File: config.mk
export PLATFORM = sky130hd
export DESIGN_NAME = spi_reg_ctrl
export DESIGN_NICKNAME = d
export VERILOG_FILES = /design/src/rtl/spi_reg_pkg.sv /design/src/rtl/spi_reg_timeout.sv /design/src/rtl/spi_reg_ctrl.sv
export SDC_FILE = /design/constraint.sdc
export NUM_CORES = 1
export LEC_CHECK = 0
export BUFFER_PORTS_ARGS = -buffer_cell sky130_fd_sc_hd__buf_4
export CORE_MARGIN = 2
export CORE_UTILIZATION = 45
export CTS_CLUSTER_SIZE = 14
export DETAILED_ROUTE_END_ITERATION = 12
export MAX_ROUTING_LAYER = met4
export PLACE_DENSITY_LB_ADDON = 0.15
export SETUP_SLACK_MARGIN = 0.1
export SLEW_MARGIN = 10
export SYNTH_ARGS = -nofsm -noshare
export SYNTH_HDL_FRONTEND = slang
export SYNTH_SLANG_ARGS = --single-unit
File: constraint.sdc
create_clock -name clk -period 1.8 [get_ports clk]
set_clock_uncertainty 0.2 [all_clocks]
set_input_delay 0.36 -clock clk [delete_from_list [all_inputs] [get_ports clk]]
set_output_delay 0.36 -clock clk [all_outputs]
set_load 0.03 [all_outputs]
File: src/rtl/spi_reg_pkg.sv
// rtl/spi_reg_pkg.sv - shared types and constants for the SPI register bridge
// Purpose: FSM state encoding, command byte layout and address width used by
//          spi_reg_ctrl and its testbench.
// Ports:   none (package).
package spi_reg_pkg;

  localparam int ADDR_W     = 7;
  localparam int CMD_RD_BIT = 7;

  typedef enum logic [2:0] {
    IDLE,
    CMD,
    WR_DATA,
    WR_BUS,
    RD_BUS,
    RD_WAIT
  } state_t;

  // Register addresses wrap at the top of the 7-bit space.
  function automatic logic [ADDR_W-1:0] addr_incr(input logic [ADDR_W-1:0] a);
    return a + 1'b1;
  endfunction

endpackage

File: src/rtl/spi_reg_timeout.sv
// rtl/spi_reg_timeout.sv - register-bus acknowledge timeout counter
// Purpose: counts cycles of an outstanding register access; expire is high
//          during the ACK_TIMEOUT-th cycle since start.
// Ports:   clk, rst (sync, active-high)
//          start  - begin counting from zero (access issued)
//          clear  - stop and zero the counter (access finished or abandoned)
//          expire - access has been outstanding for ACK_TIMEOUT cycles
module spi_reg_timeout #(
  parameter int ACK_TIMEOUT = 16
) (
  input  logic clk,
  input  logic rst,
  input  logic start,
  input  logic clear,
  output logic expire
);

  localparam int CW = $clog2(ACK_TIMEOUT + 1);

  logic [CW-1:0] cnt;
  logic          active;

  always_ff @(posedge clk) begin
    if (rst) begin
      cnt    <= '0;
      active <= 1'b0;
    end else if (clear) begin
      cnt    <= '0;
      active <= 1'b0;
    end else if (start) begin
      cnt    <= '0;
      active <= 1'b1;
    end else if (active) begin
      cnt <= cnt + 1'b1;
    end
  end

  // The owner clears on expire, so cnt never runs past ACK_TIMEOUT-1.
  assign expire = active && (cnt == CW'(ACK_TIMEOUT - 1));

endmodule

File: src/rtl/spi_reg_ctrl.sv
// rtl/spi_reg_ctrl.sv - SPI slave byte stream to register bus bridge
// Purpose: first byte of each SPI transaction is a command (bit7 read,
//          bits[6:0] address); following bytes write registers or clock out
//          register read data on MISO.
// Config:  SPI_REG_CTRL_AUTOINC_EN - defined: address increments (mod 128)
//          after each access; undefined: address fixed for the transaction.
// Ports:   clk, rst (sync, active-high)
//          spi_data_out/spi_data_stb - received byte and its valid pulse
//          spi_tsx_start             - chip-select assertion pulse
//          spi_data_in               - next byte shifted out on MISO
//          reg_addr/reg_wdata/reg_we/reg_re/reg_rdata/reg_ack - register bus
//          busy, err_overrun, err_timeout (sticky), err_clr
module spi_reg_ctrl
  import spi_reg_pkg::*;
#(
  parameter logic [7:0] IDLE_BYTE   = 8'h00,
  parameter int         ACK_TIMEOUT = 16
) (
  input  logic              clk,
  input  logic              rst,
  input  logic [7:0]        spi_data_out,
  input  logic              spi_data_stb,
  input  logic              spi_tsx_start,
  output logic [7:0]        spi_data_in,
  output logic [ADDR_W-1:0] reg_addr,
  output logic [7:0]        reg_wdata,
  output logic              reg_we,
  output logic              reg_re,
  input  logic [7:0]        reg_rdata,
  input  logic              reg_ack,
  output logic              busy,
  output logic              err_overrun,
  output logic              err_timeout,
  input  logic              err_clr
);

  state_t            state, state_d;
  logic [ADDR_W-1:0] addr_d, addr_adv;
  logic [7:0]        wdata_d, din_d;
  logic              we_d, re_d;
  logic              ovr_set, to_set;
  logic              tmr_start, tmr_clear, tmr_expire;

`ifdef SPI_REG_CTRL_AUTOINC_EN
  assign addr_adv = addr_incr(reg_addr);
`else
  assign addr_adv = reg_addr;
`endif

  spi_reg_timeout #(.ACK_TIMEOUT(ACK_TIMEOUT)) u_timeout (
    .clk    (clk),
    .rst    (rst),
    .start  (tmr_start),
    .clear  (tmr_clear),
    .expire (tmr_expire)
  );

  always_ff @(posedge clk) begin
    if (rst) begin
      state       <= IDLE;
      spi_data_in <= IDLE_BYTE;
      reg_addr    <= '0;
      reg_wdata   <= '0;
      reg_we      <= 1'b0;
      reg_re      <= 1'b0;
      err_overrun <= 1'b0;
      err_timeout <= 1'b0;
    end else begin
      state       <= state_d;
      spi_data_in <= din_d;
      reg_addr    <= addr_d;
      reg_wdata   <= wdata_d;
      reg_we      <= we_d;
      reg_re      <= re_d;
      // Sticky flags; a new error in the clearing cycle survives.
      err_overrun <= ovr_set | (err_overrun & ~err_clr);
      err_timeout <= to_set  | (err_timeout & ~err_clr);
    end
  end

  always_comb begin
    state_d   = state;
    addr_d    = reg_addr;
    wdata_d   = reg_wdata;
    we_d      = reg_we;
    re_d      = reg_re;
    din_d     = spi_data_in;
    ovr_set   = 1'b0;
    to_set    = 1'b0;
    tmr_start = 1'b0;
    tmr_clear = 1'b0;

    if (spi_tsx_start) begin
      // Abandon whatever was in flight; a late reg_ack lands in CMD and is ignored.
      state_d   = CMD;
      we_d      = 1'b0;
      re_d      = 1'b0;
      din_d     = IDLE_BYTE;
      tmr_clear = 1'b1;
    end else begin
      case (state)
        CMD: begin
          if (spi_data_stb) begin
            addr_d = spi_data_out[ADDR_W-1:0];
            if (spi_data_out[CMD_RD_BIT]) begin
              re_d      = 1'b1;
              state_d   = RD_BUS;
              tmr_start = 1'b1;
            end else begin
              state_d = WR_DATA;
            end
          end
        end
        WR_DATA: begin
          if (spi_data_stb) begin
            wdata_d   = spi_data_out;
            we_d      = 1'b1;
            state_d   = WR_BUS;
            tmr_start = 1'b1;
          end
        end
        WR_BUS: begin
          ovr_set = spi_data_stb;
          if (reg_ack || tmr_expire) begin
            we_d      = 1'b0;
            addr_d    = addr_adv;
            state_d   = WR_DATA;
            tmr_clear = 1'b1;
            to_set    = !reg_ack;
          end
        end
        RD_BUS: begin
          ovr_set = spi_data_stb;
          if (reg_ack || tmr_expire) begin
            re_d      = 1'b0;
            din_d     = reg_ack ? reg_rdata : IDLE_BYTE;
            addr_d    = addr_adv;
            state_d   = RD_WAIT;
            tmr_clear = 1'b1;
            to_set    = !reg_ack;
          end
        end
        RD_WAIT: begin
          // The byte just received is a dummy; its arrival means MISO data was consumed.
          if (spi_data_stb) begin
            re_d      = 1'b1;
            state_d   = RD_BUS;
            tmr_start = 1'b1;
          end
        end
        default: ;
      endcase
    end
  end

  assign busy = (state != IDLE);

endmodule

==> results of run 1 <==
## synthesized netlist by cell type (2+ instances only)
master,count
dfxtp_1,36
nor2_1,31
nand2_1,15
a21oi_1,12
mux2i_1,12
a22oi_1,8
nand3_1,8
ha_1,4
inv_1,4
clkbuf_1,3
nor2b_1,3
xor2_1,3
a211oi_1,2
a2bb2oi_1,2
a311oi_1,2
and2_1,2
buf_2,2
buf_4,2
buf_6,2
o31ai_1,2
## critical path, delay by kind of cell, from the launching register on
family | cells | cell delay [ps]
flip-flops | 1 | 370
AO/OA/AOI/OAI | 4 | 690
adder cells (fa/ha/maj) | 2 | 320
AND/OR/NAND/NOR | 1 | 180
## per-layer routing
layer	vias up	GRT usage (%)	part of all wire, %
li1	762	-	-
met1	753	23.46	41
met2	56	35.81	51
met3	11	6.866	6.2
met4	0	6.649	1.7
met5	-	-	0
## worst paths after layout
kind               endpoint  slack (ps)
max                state[0]         -60
min          spi_data_in[2]          50
max reg2reg        state[0]         -60
min reg2reg     reg_addr[1]         270
## power by group
part / leakage [µW] / internal, µW / total [µW] / switching, µW
clock network: 0.0000515 / 369 / 635 / 267
registers: 0.000294 / 806 / 827 / 20.3
logic: 0.000748 / 118 / 249 / 131
total: 0.00109 / 1290 / 1710 / 418
## cells by family (layout without fill, tap and decap cells)
| family | Yosys count | count (layout) | synth area share, % |
|---|---|---|---|
| AO/OA/AOI/OAI | 37 | 37 | 16.09 |
| buffers and inverters | 15 | 79 | 4.980 |
| flip-flops | 36 | 36 | 44.14 |
| multiplexers | 12 | 12 | 7.357 |
| XOR/XNOR | 4 | 4 | 2.146 |
| AND/OR/NAND/NOR | 72 | 74 | 22.22 |
| adder cells (fa/ha/maj) | 4 | 4 | 3.065 |
## layout make-up
class,instances,share of cell area [%]
Clock inverter,1,1.244
Tap cell,46,2.385
Timing Repair Buffer,66,21.46
Inverter,5,0.7776
Clock buffer,7,2.696
Multi-Input combinational cell,131,41.01
Sequential cell,36,30.43
## registers in the layout, indices dropped and copies added (netlist names)
register / count
err_overrun: 1
err_timeout: 1
reg_addr: 7
reg_re: 1
reg_wdata: 8
reg_we: 1
spi_data_in: 8
state: 3
u_timeout.active: 1
u_timeout.cnt: 5
## metrics by stage
step,setup WS (ps),cell area (µm²)
after floorplan,54.61,1682
after global placement,12.49,2108
after detailed placement,-51.04,2108
after CTS,-64.36,2295
after global routing,-110.1,2414
final,-63.84,2414
## what timing repair did
item,4_1_cts,5_1_grt
setup buffers,3,5
gates cloned,0,2
setup endpoints to repair,23,36
hold endpoints to repair,0,0
resized for setup,18,13
pin swaps,7,14
==> flow_metrics.py, run 1 <==
metrics = {
    "sta": {
        "clock.fmax_mhz": 536.5,
        "slew_violations": 0,
        "timing.slew.headroom_pct": 71.84,
        "fin_crit_sh_pct": 103.5,
        "setup_viol": 4,
        "setup-tns-final_ps": -129.2,
        "worstMarginPinSlew_ps": 420.8,
        "fin_ws_ps": -63.84,
        "finalCriticalPeriod_ps": 1864,
        "hold_violations": 0,
        "grt_setup_unrepaired": "true",
        "hold_slack_ps": 46.06,
    },
    "floorplanning": {
        "core_mm2": 0.003416,
        "start_util_pct": 47.80,
        "die_w_um": 64.24,
        "dieArea_mm2": 0.004126,
        "die_y_um": 64.24,
        "ios": 50,
        "rows": 21,
    },
    "clocking": {
        "clk_pin_slew_ps": 110,
        "cts_hold_buf": 0,
        "cts_max_level": 2,
        "clkLatencyLatePin_ps": 340,
        "cts_tree": "done",
        "cts_buffers": 5,
        "cts_buffer_depth": 2,
        "cts_root_buf": "clkbuf_4",
        "cts_sinks": 36,
    },
    "power": {
        "vdd_drop_max_v": 0.0004271,
        "powerDensity_mw_per_mm2": 709.0,
        "p_total_uw": 1711,
        "p_leak_uw": 0.001094,
    },
    "synthesis": {
        "synth-warning-count": 0,
        "ys_async_sr_fraction_pct": 0,
        "ys.flop_type": "dfxtp_1",
        "avgSynthCellArea_um2": 9.071,
        "synth_area_mm2": 0.001633,
        "ys_seq_elements": 36,
        "synth_nets": 206,
        "synth_area_leaders": "dfxtp_1, mux2i_1, nor2_1",
        "synth_edf_count": 0,
        "synth.distinct_cells": 45,
        "synth-seq-area-share_pct": 44.14,
        "netlist_instances": 180,
        "yosys.area.top_type": "dfxtp_1",
        "synth_top_area_share_pct": 44.14,
    },
    "finish": {
        "most-common-layout-cells": "buf_4, dfxtp_1, nor2_1",
        "final_common_cell": "buf_4",
        "fillCellCount": 279,
        "n_antenna_cell": 0,
        "regArea_um2": 734.5,
        "nNetsFinal": 271,
        "final_cells": 292,
        "final_util_pct": 70.66,
        "multi_input_area_um2": 989.7,
        "drive_gt1_share_pct": 43.90,
        "area_growth_pct": 47.82,
    },
    "setup_path": {
        "end_kind": "register",
        "critPathLaunch": "u_timeout.cnt[0]",
        "cp_data_required_time_ps": 1830,
        "startpoint_type": "register",
        "r2r_cells": 7,
        "cp.arrival_ps": 1900,
        "path_max_fanout": 6,
        "critPathKind": "register to register",
        "r2r_start": "u_timeout.cnt[0]",
        "cp_slowest_cell": "dfxtp_4",
        "cp_cell_sequence": "ha_4 > and3_4 > ha_4 > a21oi_4 > o21ai_2 > a311oi_1 > a311oi_1",
        "cpPeakStageDelay_ps": 370,
    },
    "worst_hold_path": {
        "hold_depth": 3,
        "min-delay-start": "reg_rdata[2]",
        "hp-class": "input port to register",
    },
    "run_status": {
        "violations": "setup timing",
        "status": "finished, violations left",
    },
    "routing": {
        "vias": 1582,
        "post-route-drc-count": 0,
        "drtAntennaViolNets": 0,
        "routed_via_density": 5.418,
        "wl_um": 4404,
        "drt_iter0_drc": 86,
        "drtPass1Iterations": 4,
        "wl_per_cell_um": 15.08,
    },
    "placed_design": {
        "hpwlAfterDp_um": 2995,
        "port_buffers": 49,
        "finalWeightedCongestion": 0.8415,
        "placed_cells": 274,
    },
    "job": {
        "max-cap-violations": 0,
    },
    "grt": {
        "grt_pass1_wl_um": 6630,
        "grt_pass1_vias": 1487,
        "grt_max_degree": 20,
        "antenna_found_initial": 0,
        "overflow": 0,
        "grt_usage_pct": 21.07,
    },
}
No activity file was read; power rests on OpenSTA's default activity.
==> run 2: changes to the inputs <==
- BUFFER_PORTS_ARGS: -buffer_cell sky130_fd_sc_hd__buf_4 -> unset
- CORE_UTILIZATION: 45 -> 50
- DONT_BUFFER_PORTS: unset -> 1
- clock period: 1.8 -> 2.1 ns (I/O delays scaled with it)
==> run 2 against run 1 <==
The flow finishes with violations (hold timing). Hold slack worse by 110 ps. Clock power down 15%. Final cell count down 22%. Global-route usage down 0.76 points. Sequential share of layout area up 9.6 points. Design area down 25%. Total power down 20%. Sequential cell count unchanged. Sequential power down 13%. Routed wire length down 24%. Maximum frequency down 1.3%. Critical path depth down 3.
==> flow_metrics.py, run 2 (synthesis results as in run 1) <==
metrics = {
    "setup_path": {
        "cp_data_required_time_ps": 2180,
        "cp.buffers_inverters": 0,
        "r2r_cells": 4,
        "cp_slowest_cell": "dfxtp_1",
        "path_max_fanout": 11,
        "cpPeakStageDelay_ps": 550,
        "r2r-end": "spi_data_in[6]",
        "r2r_start": "state[2]",
        "reg2reg_setup_slack_ps": 210,
        "crit_family": "simple AND/OR/NAND/NOR gates",
        "cp_cell_sequence": "nor3b_2 > and2_1 > a22oi_1 > nor2_1",
        "cp.arrival_ps": 1970,
        "critPathKind": "register to register",
        "critPathLaunch": "state[2]",
        "end_kind": "register",
        "startpoint_type": "register",
    },
    "routing": {
        "vias": 1265,
        "drtAntennaViolNets": 0,
        "post-route-drc-count": 0,
        "routed_via_density": 5.548,
        "wl_per_cell_um": 14.75,
        "drtPass1Iterations": 4,
        "wl_um": 3362,
        "drt_iter0_drc": 60,
    },
    "clocking": {
        "cts_buffers": 5,
        "cts_buffer_depth": 2,
        "cts_hold_buf": 1,
        "clkLatencyLatePin_ps": 330,
        "clk_pin_slew_ps": 110,
        "post_cts.repair.setup_buffers": 0,
        "cts_sinks": 36,
        "cts_root_buf": "clkbuf_4",
        "cts_tree": "done",
        "cts_max_level": 2,
    },
    "placed_design": {
        "hpwlAfterDp_um": 2523,
        "placed_cells": 219,
        "finalWeightedCongestion": 0.8450,
        "port_buffers": 0,
        "pre_cts_ws_ps": 70.77,
    },
    "floorplanning": {
        "die_y_um": 61.15,
        "core_mm2": 0.003078,
        "die_w_um": 61.15,
        "ios": 50,
        "rows": 20,
        "start_util_pct": 53.05,
        "dieArea_mm2": 0.003739,
    },
    "sta": {
        "timing.slew.headroom_pct": 70.55,
        "fin_crit_sh_pct": 89.95,
        "grt_setup_unrepaired": "true",
        "finalCriticalPeriod_ps": 1889,
        "setup_viol": 0,
        "hold_slack_ps": -64.38,
        "clock.fmax_mhz": 529.4,
        "slew_violations": 0,
        "worstMarginPinSlew_ps": 439.9,
        "hold_violations": 18,
        "setup-tns-final_ps": 0,
        "fin_ws_ps": 211.0,
    },
    "grt": {
        "antenna_found_initial": 0,
        "grt_pass1_wl_um": 5354,
        "grt_max_degree": 22,
        "grt-busiest-layer": "met2",
        "grtUsageMet2_pct": 33.13,
        "grt_use_met3_pct": 8.193,
        "grt_usage_pct": 20.31,
        "grt_use_met1_pct": 22.89,
        "grt_pass1_vias": 1214,
        "overflow": 0,
    },
    "run_status": {
        "violations": "hold timing",
        "status": "finished, violations left",
    },
    "finish": {
        "drive_gt1_share_pct": 17.93,
        "reg_top3": "reg_wdata: 8 flops, spi_data_in: 8 flops, reg_addr: 7 flops",
        "n_antenna_cell": 0,
        "final_cells": 228,
        "multi_input_area_um2": 869.6,
        "final_common_cell": "dfxtp_1",
        "nNetsFinal": 209,
        "regArea_um2": 724.4,
        "fillCellCount": 292,
        "most-common-layout-cells": "dfxtp_1, nor2_1, nand2_1",
        "area_growth_pct": 10.88,
        "final_util_pct": 58.82,
    },
    "job": {
        "max-cap-violations": 0,
    },
    "power": {
        "powerDensity_mw_per_mm2": 757.7,
        "p_leak_uw": 0.0007038,
        "vdd_drop_max_v": 0.0003882,
    },
    "worst_hold_path": {
        "hp-class": "input port to register",
        "hold_depth": 1,
        "min-delay-start": "rst",
        "hold_end": "state[0]",
    },
}
-- run 2: cell types whose count changed in the layout (fill, tap and decap cells not counted), sizes merged --
cell         before  now
dlygate4sd3       0    1
nand3b            3    2
nand2            16   15
buf              66    5
-- run 2: repair_timing --
action	in CTS	in global routing
pin swaps	0	2
endpoints found under the hold margin	19	18
gates resized for setup	2	9
endpoints found under the setup margin	2	13
gates cloned	0	0
-- run 2: where the power goes --
group | internal [µW] | leakage [µW] | switching, µW
Combinational | 50.4 | 0.000360 | 60.6
Clock | 316 | 0.0000515 | 223
Sequential | 693 | 0.000292 | 28.5
-- run 2: layout make-up --
type	instances	share of cell area [%]
clock buffer	7	3.594
inverter	5	1.037
tap	44	3.041
multi-input combinational	129	48.03
sequential	36	40.01
clock inverter	1	1.659
timing repair buffer	6	2.626
-- run 2: routing by layer --
layer | vias to the layer above | routed length (µm)
met3 | 2 | 249
met1 | 582 | 1404
met2 | 47 | 1694
met5 | - | 0
li1 | 634 | -
met4 | 0 | 13
-- run 2: worst max path at each step --
stage	cells after the start	endpoint	slack (ps)
2_1_floorplan	7	state[0]	210
3_3_place_gp	7	state[0]	140
3_5_place_dp	7	state[0]	70
4_1_cts	1	busy	100
5_1_grt	4	spi_data_in[6]	100
6_report	4	spi_data_in[6]	210
-- run 2: stage by stage --
step	power, µW	cell area [µm²]
2_1_floorplan	823.5	1633
3_3_place_gp	835.3	1663
3_5_place_dp	839.9	1663
4_1_cts	1380	1780
5_1_grt	1436	1810
6_report	1372	1810
-- run 2: worst reg2reg max path, stage by stage, from the launching register on --
cell	delay (ps)
dfxtp_1	550
nor3b_2	470
and2_1	390
a22oi_1	130
nor2_1	100
